**config.mk**
```make
export PLATFORM = sky130hd
export DESIGN_NAME = fir_mac_controller
export DESIGN_NICKNAME = d
export VERILOG_FILES = /design/src/rtl/fir_mac_controller.sv
export SDC_FILE = /design/constraint.sdc
export NUM_CORES = 1
export LEC_CHECK = 0
export CAP_MARGIN = 25
export CORE_MARGIN = 5
export CORE_UTILIZATION = 40
export DETAILED_ROUTE_END_ITERATION = 6
export PLACE_DENSITY = 0.7
export SLEW_MARGIN = 20
export SYNTH_ARGS = -nofsm -noshare
export SYNTH_HDL_FRONTEND = slang
export SYNTH_SLANG_ARGS = --single-unit
```
**constraint.sdc**
```tcl
create_clock -name clk -period 2.15 [get_ports clk]
set_clock_uncertainty 0.05 [all_clocks]
set_input_delay 0.43 -clock clk [delete_from_list [all_inputs] [get_ports clk]]
set_output_delay 0.43 -clock clk [all_outputs]
set_load 0.005 [all_outputs]
```
**src/rtl/fir_mac_controller.sv**
```systemverilog
// Control FSM for the FIR multiply-accumulate datapath: accepts a sample, walks
// LENGTH taps through the datapath counter, then hands the sum downstream.
module fir_mac_controller #(
   parameter int LENGTH = 100,
   parameter int CNT_W  = 7
) (
   input  logic clk,
   input  logic rst,
   input  logic in_valid,
   output logic in_ready,
   input  logic out_ready,
   output logic out_valid,
   input  logic dp_rollBack,
   output logic dp_rst,
   output logic dp_shift_enb,
   output logic dp_count_enb,
   output logic register_enb,
   output logic resetReg,
   output logic err
);

   typedef enum logic [1:0] {
      S_INIT,
      S_IDLE,
      S_MAC
   } state_t;

   localparam logic [CNT_W-1:0] C_LAST_TAP = CNT_W'(LENGTH - 1);

   state_t           r_state;
   state_t           w_state_next;
   logic [CNT_W-1:0] r_tap_cnt;
   logic [CNT_W-1:0] w_tap_cnt_next;
   logic             r_err;
   logic             w_err_next;
   logic             w_last_tap;
   logic             w_mismatch;

   // The datapath's rollBack must agree with our own view of the final tap.
   assign w_last_tap = (r_tap_cnt == C_LAST_TAP);
   assign w_mismatch = (dp_rollBack != w_last_tap);

   always_ff @(posedge clk or posedge rst) begin
      if (rst) begin
         r_state   <= S_INIT;
         r_tap_cnt <= '0;
         r_err     <= 1'b0;
      end else begin
         r_state   <= w_state_next;
         r_tap_cnt <= w_tap_cnt_next;
         r_err     <= w_err_next;
      end
   end

   always_comb begin
      w_state_next   = r_state;
      w_tap_cnt_next = r_tap_cnt;
      w_err_next     = r_err;
      in_ready       = 1'b0;
      out_valid      = 1'b0;
      dp_rst         = 1'b0;
      dp_shift_enb   = 1'b0;
      dp_count_enb   = 1'b0;
      register_enb   = 1'b0;
      resetReg       = 1'b0;

      case (r_state)
         S_INIT: begin
            dp_rst         = 1'b1;
            resetReg       = 1'b1;
            w_tap_cnt_next = '0;
            w_state_next   = S_IDLE;
         end

         S_IDLE: begin
            in_ready = 1'b1;
            if (in_valid) begin
               dp_shift_enb   = 1'b1;
               resetReg       = 1'b1;
               w_tap_cnt_next = '0;
               w_state_next   = S_MAC;
            end
         end

         S_MAC: begin
            if (w_mismatch) begin
               // Drop the sample and resynchronise the datapath through INIT.
               w_err_next     = 1'b1;
               w_tap_cnt_next = '0;
               w_state_next   = S_INIT;
            end else if (!dp_rollBack) begin
               dp_count_enb   = 1'b1;
               register_enb   = 1'b1;
               w_tap_cnt_next = r_tap_cnt + 1'b1;
            end else begin
               out_valid = 1'b1;
               if (out_ready) begin
                  dp_count_enb   = 1'b1;
                  w_tap_cnt_next = '0;
                  w_state_next   = S_IDLE;
               end
            end
         end

         default: begin
            w_state_next = S_INIT;
         end
      endcase
   end

   assign err = r_err;

endmodule

```
# == Yosys cells after proc, flatten, opt, wreduce, memory -nomap -nowiden ==
# Index checks and enable logic that the tools add are counted.
# word_totals
mem_bits_ro,0
input_bits,5
word_cells,42
ram_bits,0
latchBits,0
regBits,10
memories,0
output_inout_bits,8
# classes
add_sub_neg,1
order_cmp,0
n_eq_ne,8
reduce_logical,5
n_div,0
bitwise,0
shifts,0
multipliers,0
n_mux,25
# op_table
op,n
$mux W7,4
$pmux W7 S3,1
$mux W1,14
$mux W2,4
$add A7 B1 Y7 const B,1
$eq A7 B7 Y1 const B,1
$ne A3 B3 Y1 const B,2
$pmux W2 S3,1
$reduce_and A3 Y1,2
$ne A4 B4 Y1 const B,1
$reduce_bool A3 Y1,1
$eq A2 B1 Y1 const B,1
$eq A2 B2 Y1 const B,1
$logic_not A2 Y1,1
$ne A2 B2 Y1 const B,1
$pmux W1 S2,1
$reduce_and A2 Y1,1
$ne A1 B1 Y1,1

# == Longest topological paths before layout ==
# Gate-level depths: netlist of the first run.
# logic_depth
depth_word,4
depth_mapped,7
depth_no_buf,6

# == Worst setup path after synthesis of the first run ==
# OpenSTA, ideal clock, no wires.
# synth_path
kind,register to register
from,register r_tap_cnt[2]
to,register r_tap_cnt[5]
path_slack_ps,54
path_stages_with_launch,8
t_arrival_ps,1965
path_cell_list,dfrtp_1 > clkbuf_1 > nor4b_1 > nand3_1 > ha_1 > nor4b_4 > a41oi_1 > a31oi_1
# synth_between
elab_chain_cells,4
word_cells_on_any_way,8
# synth_rtl
element,line,text
start: declaration,32,logic [CNT_W-1:0] r_tap_cnt;
start signal: assignment,50,r_tap_cnt <= w_tap_cnt_next;
$add A7 B1 Y7 / $eq A7 B7 Y1 (equally long branches),"94, 40",
$mux W7 / $ne A1 B1 Y1 (equally long branches),"91, 41",
$mux W7 / $ne A4 B4 Y1 (equally long branches),n/a,
$pmux W7 S3 / $reduce_and A3 Y1 (equally long branches),n/a,
# Parallel ways exist; a longest one is shown, timed or not.
# A chain may end at the register's enable or synchronous reset.

# == Worst setup path after layout of the first run ==
# layout_path
from,register r_tap_cnt[3]
to,output port out_valid
# layout_between
elab_chain_cells,4
# layout_rtl
element,line,text
$eq A7 B7 Y1,40,assign w_last_tap = (r_tap_cnt == C_LAST_TAP);
$ne A1 B1 Y1,41,assign w_mismatch = (dp_rollBack != w_last_tap);
$mux W1,86,if (w_mismatch) begin
$mux W1,67,case (r_state)
end: declaration,12,"output logic out_valid,"
# No other way between the ends.

==> results of run 1 <==
-- cells in the final DEF (no fill, tap or decap), types with 3 or more instances in the layout --
cell type / n
clkbuf_4: 3
o21ai_0: 5
dfrtp_1: 10
nand2_1: 3
inv_1: 3
a31oi_1: 4
nor2b_1: 3
buf_4: 13
nor2_1: 5
nand3_1: 4
clkdlybuf4s50_1: 7
-- worst max-delay path by stage --
stage                                to  cells past startpoint  slack (ns)                startpoint
6_report                      out_valid                      7        0.04  r_tap_cnt[3]$_DFFE_PP0P_
3_5_place_dp               dp_count_enb                      5       -0.22               dp_rollBack
3_3_place_gp               dp_count_enb                      5       -0.18               dp_rollBack
2_1_floorplan  r_tap_cnt[5]$_DFFE_PP0P_                      7        0.05  r_tap_cnt[2]$_DFFE_PP0P_
5_1_grt        r_tap_cnt[5]$_DFFE_PP0P_                      8       -0.04  r_tap_cnt[3]$_DFFE_PP0P_
4_1_cts                    register_enb                      5        0.01  r_tap_cnt[4]$_DFFE_PP0P_
-- registers in the layout (all words and copies together) (netlist names) --
name,flops
r_state,2
r_tap_cnt,7
err,1
-- routing by layer --
metal	vias up	routed length (um)	global-route usage
met4	0	27	0.0393
li1	293	-	-
met1	275	601	0.136
met5	-	0	0
met2	11	764	0.206
met3	4	56	0.0452
-- worst max-delay path, delay by kind of cell (launching register included) --
| kind | cells | cell delay (ns) |
|---|---|---|
| buffers and inverters | 3 | 0.29 |
| adder cells (fa/ha/maj) | 1 | 0.11 |
| flip-flops | 1 | 0.39 |
| AND/OR/NAND/NOR | 3 | 0.58 |
-- cells by family (layout without fill, tap and decap cells) --
group,after synthesis,count (layout),share of synthesized area
adder cells (fa/ha/maj),3,3,0.0601
AO/OA/AOI/OAI,19,19,0.194
XOR/XNOR,1,1,0.0140
buffers and inverters,7,33,0.0561
flip-flops,10,10,0.401
multiplexers,1,1,0.0180
AND/OR/NAND/NOR,25,25,0.257
-- area by class of cell --
class                           count  area share
Sequential cell                    10       0.273
Inverter                            4      0.0164
Timing Repair Buffer               26       0.246
Multi-Input combinational cell     49       0.419
Tap cell                           16      0.0218
Clock buffer                        3      0.0246
-- repair_timing --
item                       in CTS  in global routing
cloned                          0                  0
pin swaps                       3                  2
buffers inserted                2                  0
gates resized for setup        13                 12
setup endpoints to repair       8                 13
-- report_power, final --
| part | internal [mW] | switching, mW | total [mW] |
|---|---|---|---|
| Combinational | 0.189 | 0.156 | 0.345 |
| Clock | 0.0645 | 0.0599 | 0.124 |
| Sequential | 0.216 | 0.0146 | 0.231 |
| Total | 0.470 | 0.231 | 0.700 |
==> results.toml, run 1 <==
[synthesis]
ys_warn_count = 0
avgSynthCellArea_um2 = 9.46
synth_most_common_cell = "dfrtp_1"
syn_nets = 74
ys_async_sr_fraction = 1.00
synth_edf_count = 0
synth_top_cell_by_area = "dfrtp_1"
ys_ff_latch = 10
yosys-top-cells-area = "dfrtp_1 (40%), ha_1 (6.0%), a31oi_1 (4.0%)"
synth.distinct_cells = 30
yosysTopAreaCellShare = 0.401
netlist_top_cells_count = "dfrtp_1 (10), nor2_1 (5), o21ai_0 (5)"
yosysSeqAreaShare = 0.401
synth_flop_cell = "dfrtp_1"
postSynthCellCount = 66
netlist_area_um2 = 624

[finish]
final_util = 0.616
instances_no_fill = 108
diodes = 0
drive_gt1_frac = 0.337
finalNetCount = 102
seqCellArea_um2 = 250
multi_input_area_um2 = 384
syn_to_final_growth_pct = 46.9
final_area_um2 = 917
n_fill_cell = 125

[power_and_ir_drop]
power_leakage_nw = 0.440
ir_drop_v = 0.000439
powerDensity_mw_per_mm2 = 764
finalPower_mw = 0.700

[clock_network]
numCtsBuffers = 3
cts_tree = "built"
clk_pin_slew_ns = 0.06
cts_num_sinks = 10
clk_path_buf_depth = 2
clock_latency_ns = 0.26
root_buffer = "clkbuf_4"
hold_buffers = 0
htree_levels = 1

[critical_path]
startpoint_type = "flip-flop"
reg2regPathDepth = 8
cpMaxStageDelayCell = "dfrtp_1"
r2r-end = "r_tap_cnt[5]$_DFFE_PP0P_"
worstPathArrival_ns = 1.63
worstReg2RegStart = "r_tap_cnt[3]$_DFFE_PP0P_"
regToRegSetupSlack_ns = 0.05
slowest_delay_ns = 0.39
endpoint_kind = "output pin"
cp_cell_sequence = "nor4b_2, nand3_1, buf_4, inv_2, ha_4, and2_4, buf_6"
cp.required_ns = 1.67
critical_path_class = "reg2out"
cp_max_fo = 2

[grt]
grt_pass1_vias = 565
grt_max_degree = 11
grt_usage = 0.120
antenna_found_initial = 0
grt_pass1_wl_mm = 2.29
grt_overflow_total = 0

[timing]
fmax_mhz = 474
slew_headroom = 0.738
finalCritPeriodShare = 0.981
timing.final.crit_period_ns = 2.11
worst_hold_slack_ns = 0.393
fin_setup_tns_ns = 0
tightest_slew_ns = 0.393
setup_viol = 0
drv_slew = 0
hold_violations = 0
fin_ws_ns = 0.0409
rsz0062_at_grt = "yes"

[die]
core-area_mm2 = 0.00149
die_h_um = 49.5
fp.dieW_um = 49.5
io_pins = 13
initial_utilization = 0.419
rows = 14
dieArea_mm2 = 0.00245

[drt]
detail_route.vias_per_cell = 5.40
drt_wl_total_mm = 1.45
wl_per_cell_um = 13.4
drt_iter0_drc = 5
first_pass_iters = 4
vias = 583
drc = 0
drtAntennaViolNets = 0

[flow_run]
cap_violations = 0

[placed_design]
gp_congestion = 0.888
dp_worst_setup_slack_ns = -0.224
place_area_um2 = 842
place_inst = 104
placement.io_buffers = 12
hpwl_mm = 1.08

[hold_path]
min_path_type = "in2async"

[outcome]
status = "completed"
(Power assumes the default switching activity.)
==> run 2, diff against run 1 <==
--- a/config.mk
+++ b/config.mk
@@ -7,9 +7,9 @@
 export LEC_CHECK = 0
 export CAP_MARGIN = 25
 export CORE_MARGIN = 5
-export CORE_UTILIZATION = 40
+export CORE_UTILIZATION = 43
 export DETAILED_ROUTE_END_ITERATION = 6
-export PLACE_DENSITY = 0.7
+export PLACE_DENSITY = 0.75
 export SLEW_MARGIN = 20
 export SYNTH_ARGS = -nofsm -noshare
 export SYNTH_HDL_FRONTEND = slang
==> results.toml, run 2 (synthesis results as in run 1) <==
[critical_path]
slowest_delay_ns = 0.41
cp_num_buf_inv = 3
endpoint_kind = "output pin"
cp_cell_sequence = "nor4b_4, nand3_2, buf_6, inv_4, ha_4, and2_4, buf_6"
cpMaxStageDelayCell = "dfrtp_1"
cpMostUsedCell = "buf_6"
worstPathArrival_ns = 1.68
regToRegSetupSlack_ns = 0.08
startpoint_type = "flip-flop"
critical_path_class = "reg2out"
cp.required_ns = 1.67
cp_max_fo = 2
crit_family = "simple AND/OR/NAND/NOR gates"

[drt]
detail_route.vias_per_cell = 5.68
drt_iter0_drc = 11
drc = 0
drt_wl_total_mm = 1.60
drtAntennaViolNets = 0
wl_per_cell_um = 14.9
first_pass_iters = 4
vias = 613

[power_and_ir_drop]
powerDensity_mw_per_mm2 = 792
finalPower_mw = 0.761
power_leakage_nw = 0.447
ir_drop_v = 0.000482

[grt]
grt_max_degree = 11
grt_overflow_total = 0
antenna_found_initial = 0
grt_pass1_wl_mm = 2.73
grt_pass1_vias = 595
grt_usage = 0.177

[placed_design]
gp_congestion = 0.816
hpwl_mm = 1.14
place_area_um2 = 833
placement.io_buffers = 12

[die]
io_pins = 13
rows = 13
dieArea_mm2 = 0.00231
die_h_um = 48.1
core-area_mm2 = 0.00133
fp.dieW_um = 48.1
initial_utilization = 0.468

[timing]
hold_violations = 0
rsz0062_at_grt = "yes"
drv_slew = 0
fin_ws_ns = -0.0139
finalCritPeriodShare = 1.01
slew_headroom = 0.742
setup_viol = 1
timing.final.crit_period_ns = 2.16
tightest_slew_ns = 0.387
fmax_mhz = 462

[finish]
largest_reg_flops = 7
diodes = 0
n_fill_cell = 100
final_cell_mix = "buf_4 (12), dfrtp_1 (10), clkdlybuf4s50_1 (7)"
syn_to_final_growth_pct = 53.9
drive_gt1_frac = 0.366
regMostFlops = "r_tap_cnt"
final_area_um2 = 961
finalNetCount = 102
seqCellArea_um2 = 250
final_util = 0.720
multi_input_area_um2 = 409
layout_commonest_cell = "buf_4"

[clock_network]
clock_latency_ns = 0.28
root_buffer = "clkbuf_4"
htree_levels = 1
clk_pin_slew_ns = 0.07
cts_tree = "built"
clk_path_buf_depth = 2
numCtsBuffers = 3
cts_num_sinks = 10

[flow_run]
cap_violations = 0

[outcome]
status = "finished with violations"
violations = "setup timing"

[hold_path]
min_path_type = "in2async"
run 2: cell count changes in the layout (fill, tap and decap cells not counted), sizes merged:
cell / previous run / this run
buf: 16 / 17
run 2: where the power goes:
part / total [mW] / internal, mW / switching (mW)
Clock: 0.182 / 0.103 / 0.0786
Sequential: 0.234 / 0.216 / 0.0175
Combinational: 0.345 / 0.189 / 0.156
run 2: final timing paths:
path / endpoint / depth (start not counted) / start
worst max-delay path: out_valid / 7 / r_tap_cnt[2]$_DFFE_PP0P_
worst min-delay path: r_state[0]$_DFFE_PP0P_ / 2 / rst
worst max register to register: r_tap_cnt[0]$_DFFE_PP0P_ / 8 / r_tap_cnt[2]$_DFFE_PP0P_
worst min register to register: err$_DFFE_PP0P_ / 1 / err$_DFFE_PP0P_
max in group asynchronous: err$_DFFE_PP0P_ / 2 / rst
min in group clk: r_state[0]$_DFFE_PP0P_ / 2 / in_valid
run 2: what timing repair did:
action,in CTS,in global routing
hold buffers,0,0
setup buffers,2,0
pin swaps,4,5
gates resized for setup,16,16
setup endpoints to repair,11,12
run 2: worst reg2reg max path, cell delays in order (launching register included):
cell and delay [ns]:
dfrtp_1 0.41, nor4b_4 0.31, nand3_2 0.17, ha_4 0.31
buf_6 0.12, nor4b_4 0.04, buf_4 0.16, buf_4 0.14
mux2_2 0.25
run 2: layout make-up:
type                       count  share of cell area
multi-input combinational     49               0.426
sequential                    10               0.260
timing repair buffer          26               0.238
clock buffer                   4              0.0378
tap                           15              0.0195
inverter                       4              0.0182
run 2: routing by layer:
layer / track usage / wire length, um
met5: 0 / 0
met4: 0.140 / 61
met3: 0.0369 / 105
met2: 0.274 / 777
met1: 0.212 / 658
run 2: stage by stage:
stage / hold WS (ns) / cells / TNS [ns] / setup WS, ns
global placement: 0.387 / 102 / -0.528 / -0.178
finish: 0.369 / 108 / -0.0139 / -0.0139
detailed placement: 0.447 / 102 / -1.10 / -0.213
CTS: 0.374 / 108 / -0.0173 / -0.0173
global route: 0.396 / 108 / -0.131 / -0.0813
floorplan: 0.220 / 66 / 0 / 0.0535
==> run 3, diff against run 2 <==
--- a/config.mk
+++ b/config.mk
@@ -10,7 +10,9 @@
 export CORE_UTILIZATION = 43
 export DETAILED_ROUTE_END_ITERATION = 6
 export PLACE_DENSITY = 0.75
+export SETUP_SLACK_MARGIN = 0.02
 export SLEW_MARGIN = 20
 export SYNTH_ARGS = -nofsm -noshare
 export SYNTH_HDL_FRONTEND = slang
 export SYNTH_SLANG_ARGS = --single-unit
+export TNS_END_PERCENT = 20
==> results.toml, run 3 (synthesis results as in run 1) <==
[drt]
drtAntennaViolNets = 0
detail_route.vias_per_cell = 5.65
vias = 610
first_pass_iters = 4
drt_wl_total_mm = 1.63
drt_iter0_drc = 14
drc = 0
wl_per_cell_um = 15.1

[critical_path]
regToRegSetupSlack_ns = 0.08
cp.required_ns = 1.67
critical_path_class = "reg2out"
cpMaxStageDelayCell = "dfrtp_1"
cp_num_buf_inv = 3
path_depth = 7
endpoint_kind = "output pin"
startpoint_type = "flip-flop"
reg2regPathDepth = 6
slowest_delay_ns = 0.41
cp_cell_sequence = "nor4b_4, nand3_2, buf_6, inv_4, ha_4, and2_4, buf_6"
worstReg2RegStart = "r_tap_cnt[2]$_DFFE_PP0P_"
cp_max_fo = 2
crit_family = "simple AND/OR/NAND/NOR gates"
worstPathArrival_ns = 1.69
cpMostUsedCell = "buf_6"
r2r-end = "r_state[0]$_DFFE_PP0P_"

[timing]
tightest_slew_ns = 0.388
worst_hold_slack_ns = 0.369
timing.final.crit_period_ns = 2.17
rsz0062_at_grt = "yes"
drv_slew = 0
finalCritPeriodShare = 1.01
slew_headroom = 0.741
fin_setup_tns_ns = -0.0202
hold_violations = 0
fmax_mhz = 461
setup_viol = 1
fin_ws_ns = -0.0202

[die]
initial_utilization = 0.468
io_pins = 13
die_h_um = 48.1
dieArea_mm2 = 0.00231
fp.dieW_um = 48.1
rows = 13
core-area_mm2 = 0.00133

[hold_path]
min_path_type = "in2async"

[clock_network]
clk_path_buf_depth = 2
cts_num_sinks = 10
clock_latency_ns = 0.28
htree_levels = 1
numCtsBuffers = 3
cts_tree = "built"
clk_pin_slew_ns = 0.08
hold_buffers = 0
root_buffer = "clkbuf_4"

[power_and_ir_drop]
power_leakage_nw = 0.447
swShare = 0.332
p_int_mw = 0.506
powerDensity_mw_per_mm2 = 789
combPwrFrac = 0.451
p_clk_frac = 0.241
p_seq_frac = 0.309
ir_drop_v = 0.000483
p_sw_mw = 0.251

[finish]
layout_commonest_cell = "buf_4"
instances_no_fill = 108
final_util = 0.720
finalNetCount = 102
largest_reg_flops = 7
drive_gt1_frac = 0.355
final_cell_mix = "buf_4 (11), dfrtp_1 (10), clkdlybuf4s50_1 (7)"
syn_to_final_growth_pct = 53.7
diodes = 0
final_area_um2 = 960
n_fill_cell = 99
regMostFlops = "r_tap_cnt"

[placed_design]
place_inst = 102
gp_congestion = 0.816
placement.io_buffers = 12
place_area_um2 = 833
hpwl_mm = 1.14

[grt]
antenna_found_initial = 0
grt_max_degree = 11
grt_pass1_vias = 595
grt_usage = 0.177
grt_overflow_total = 0
grt_pass1_wl_mm = 2.73

[flow_run]
cap_violations = 0

[outcome]
violations = "setup timing"
status = "finished with violations"
## run 3: cell counts in the layout (fill, tap and decap cells not counted)
Identical to the previous run, type by type.
## run 3: worst max-delay path by stage
stage,startpoint,end,slack (ns)
finish,r_tap_cnt[2]$_DFFE_PP0P_,out_valid,-0.02
global route,r_tap_cnt[2]$_DFFE_PP0P_,out_valid,-0.08
CTS,r_tap_cnt[4]$_DFFE_PP0P_,out_valid,-0.02
detailed placement,dp_rollBack,dp_count_enb,-0.21
global placement,dp_rollBack,dp_count_enb,-0.18
floorplan,r_tap_cnt[2]$_DFFE_PP0P_,r_tap_cnt[5]$_DFFE_PP0P_,0.05
## run 3: worst register-to-register path: stages (launching register included)
cell,delay (ns)
dfrtp_1,0.41
nor4b_4,0.31
nand3_2,0.17
ha_4,0.25
buf_6,0.13
or4b_1,0.51
a22oi_1,0.16
## run 3: layout make-up
| class | instances | area (um2) | share of cell area |
|---|---|---|---|
| clock buffers | 4 | 36.3 | 0.0378 |
| inverters | 4 | 17.5 | 0.0183 |
| multi-input cells | 49 | 404 | 0.421 |
| flip-flops and latches | 10 | 250 | 0.261 |
| well taps | 15 | 18.8 | 0.0196 |
| repair buffers | 26 | 233 | 0.243 |
## run 3: per-layer routing
layer	share of wire	vias up	global-route usage	wire [um]
li1	-	294	-	-
met1	0.42	287	0.212	683
met2	0.48	20	0.274	785
met3	0.058	9	0.0369	94
met4	0.043	0	0.140	70
met5	0	-	0	0
## run 3: timing repair
action | CTS | global route
setup buffers | 2 | 0
pin swaps | 4 | 5
hold endpoints to repair | 0 | 0
setup endpoints to repair | 11 | 13
cloned | 0 | 0
gates resized for setup | 16 | 16
## run 3: power by group through the flow
stage	registers, mW	clock network (mW)	logic [mW]
final	0.234	0.182	0.341
after global routing	0.237	0.196	0.374
after CTS	0.234	0.188	0.337
after detailed placement	0.237	0	0.340
after global placement	0.233	0	0.333
after floorplan	0.231	0	0.186
## run 3: metrics by stage
stage | total power [mW] | setup WS (ns)
2_1_floorplan | 0.417 | 0.0535
3_3_place_gp | 0.566 | -0.178
3_5_place_dp | 0.577 | -0.213
4_1_cts | 0.759 | -0.0173
5_1_grt | 0.807 | -0.0828
6_report | 0.757 | -0.0202
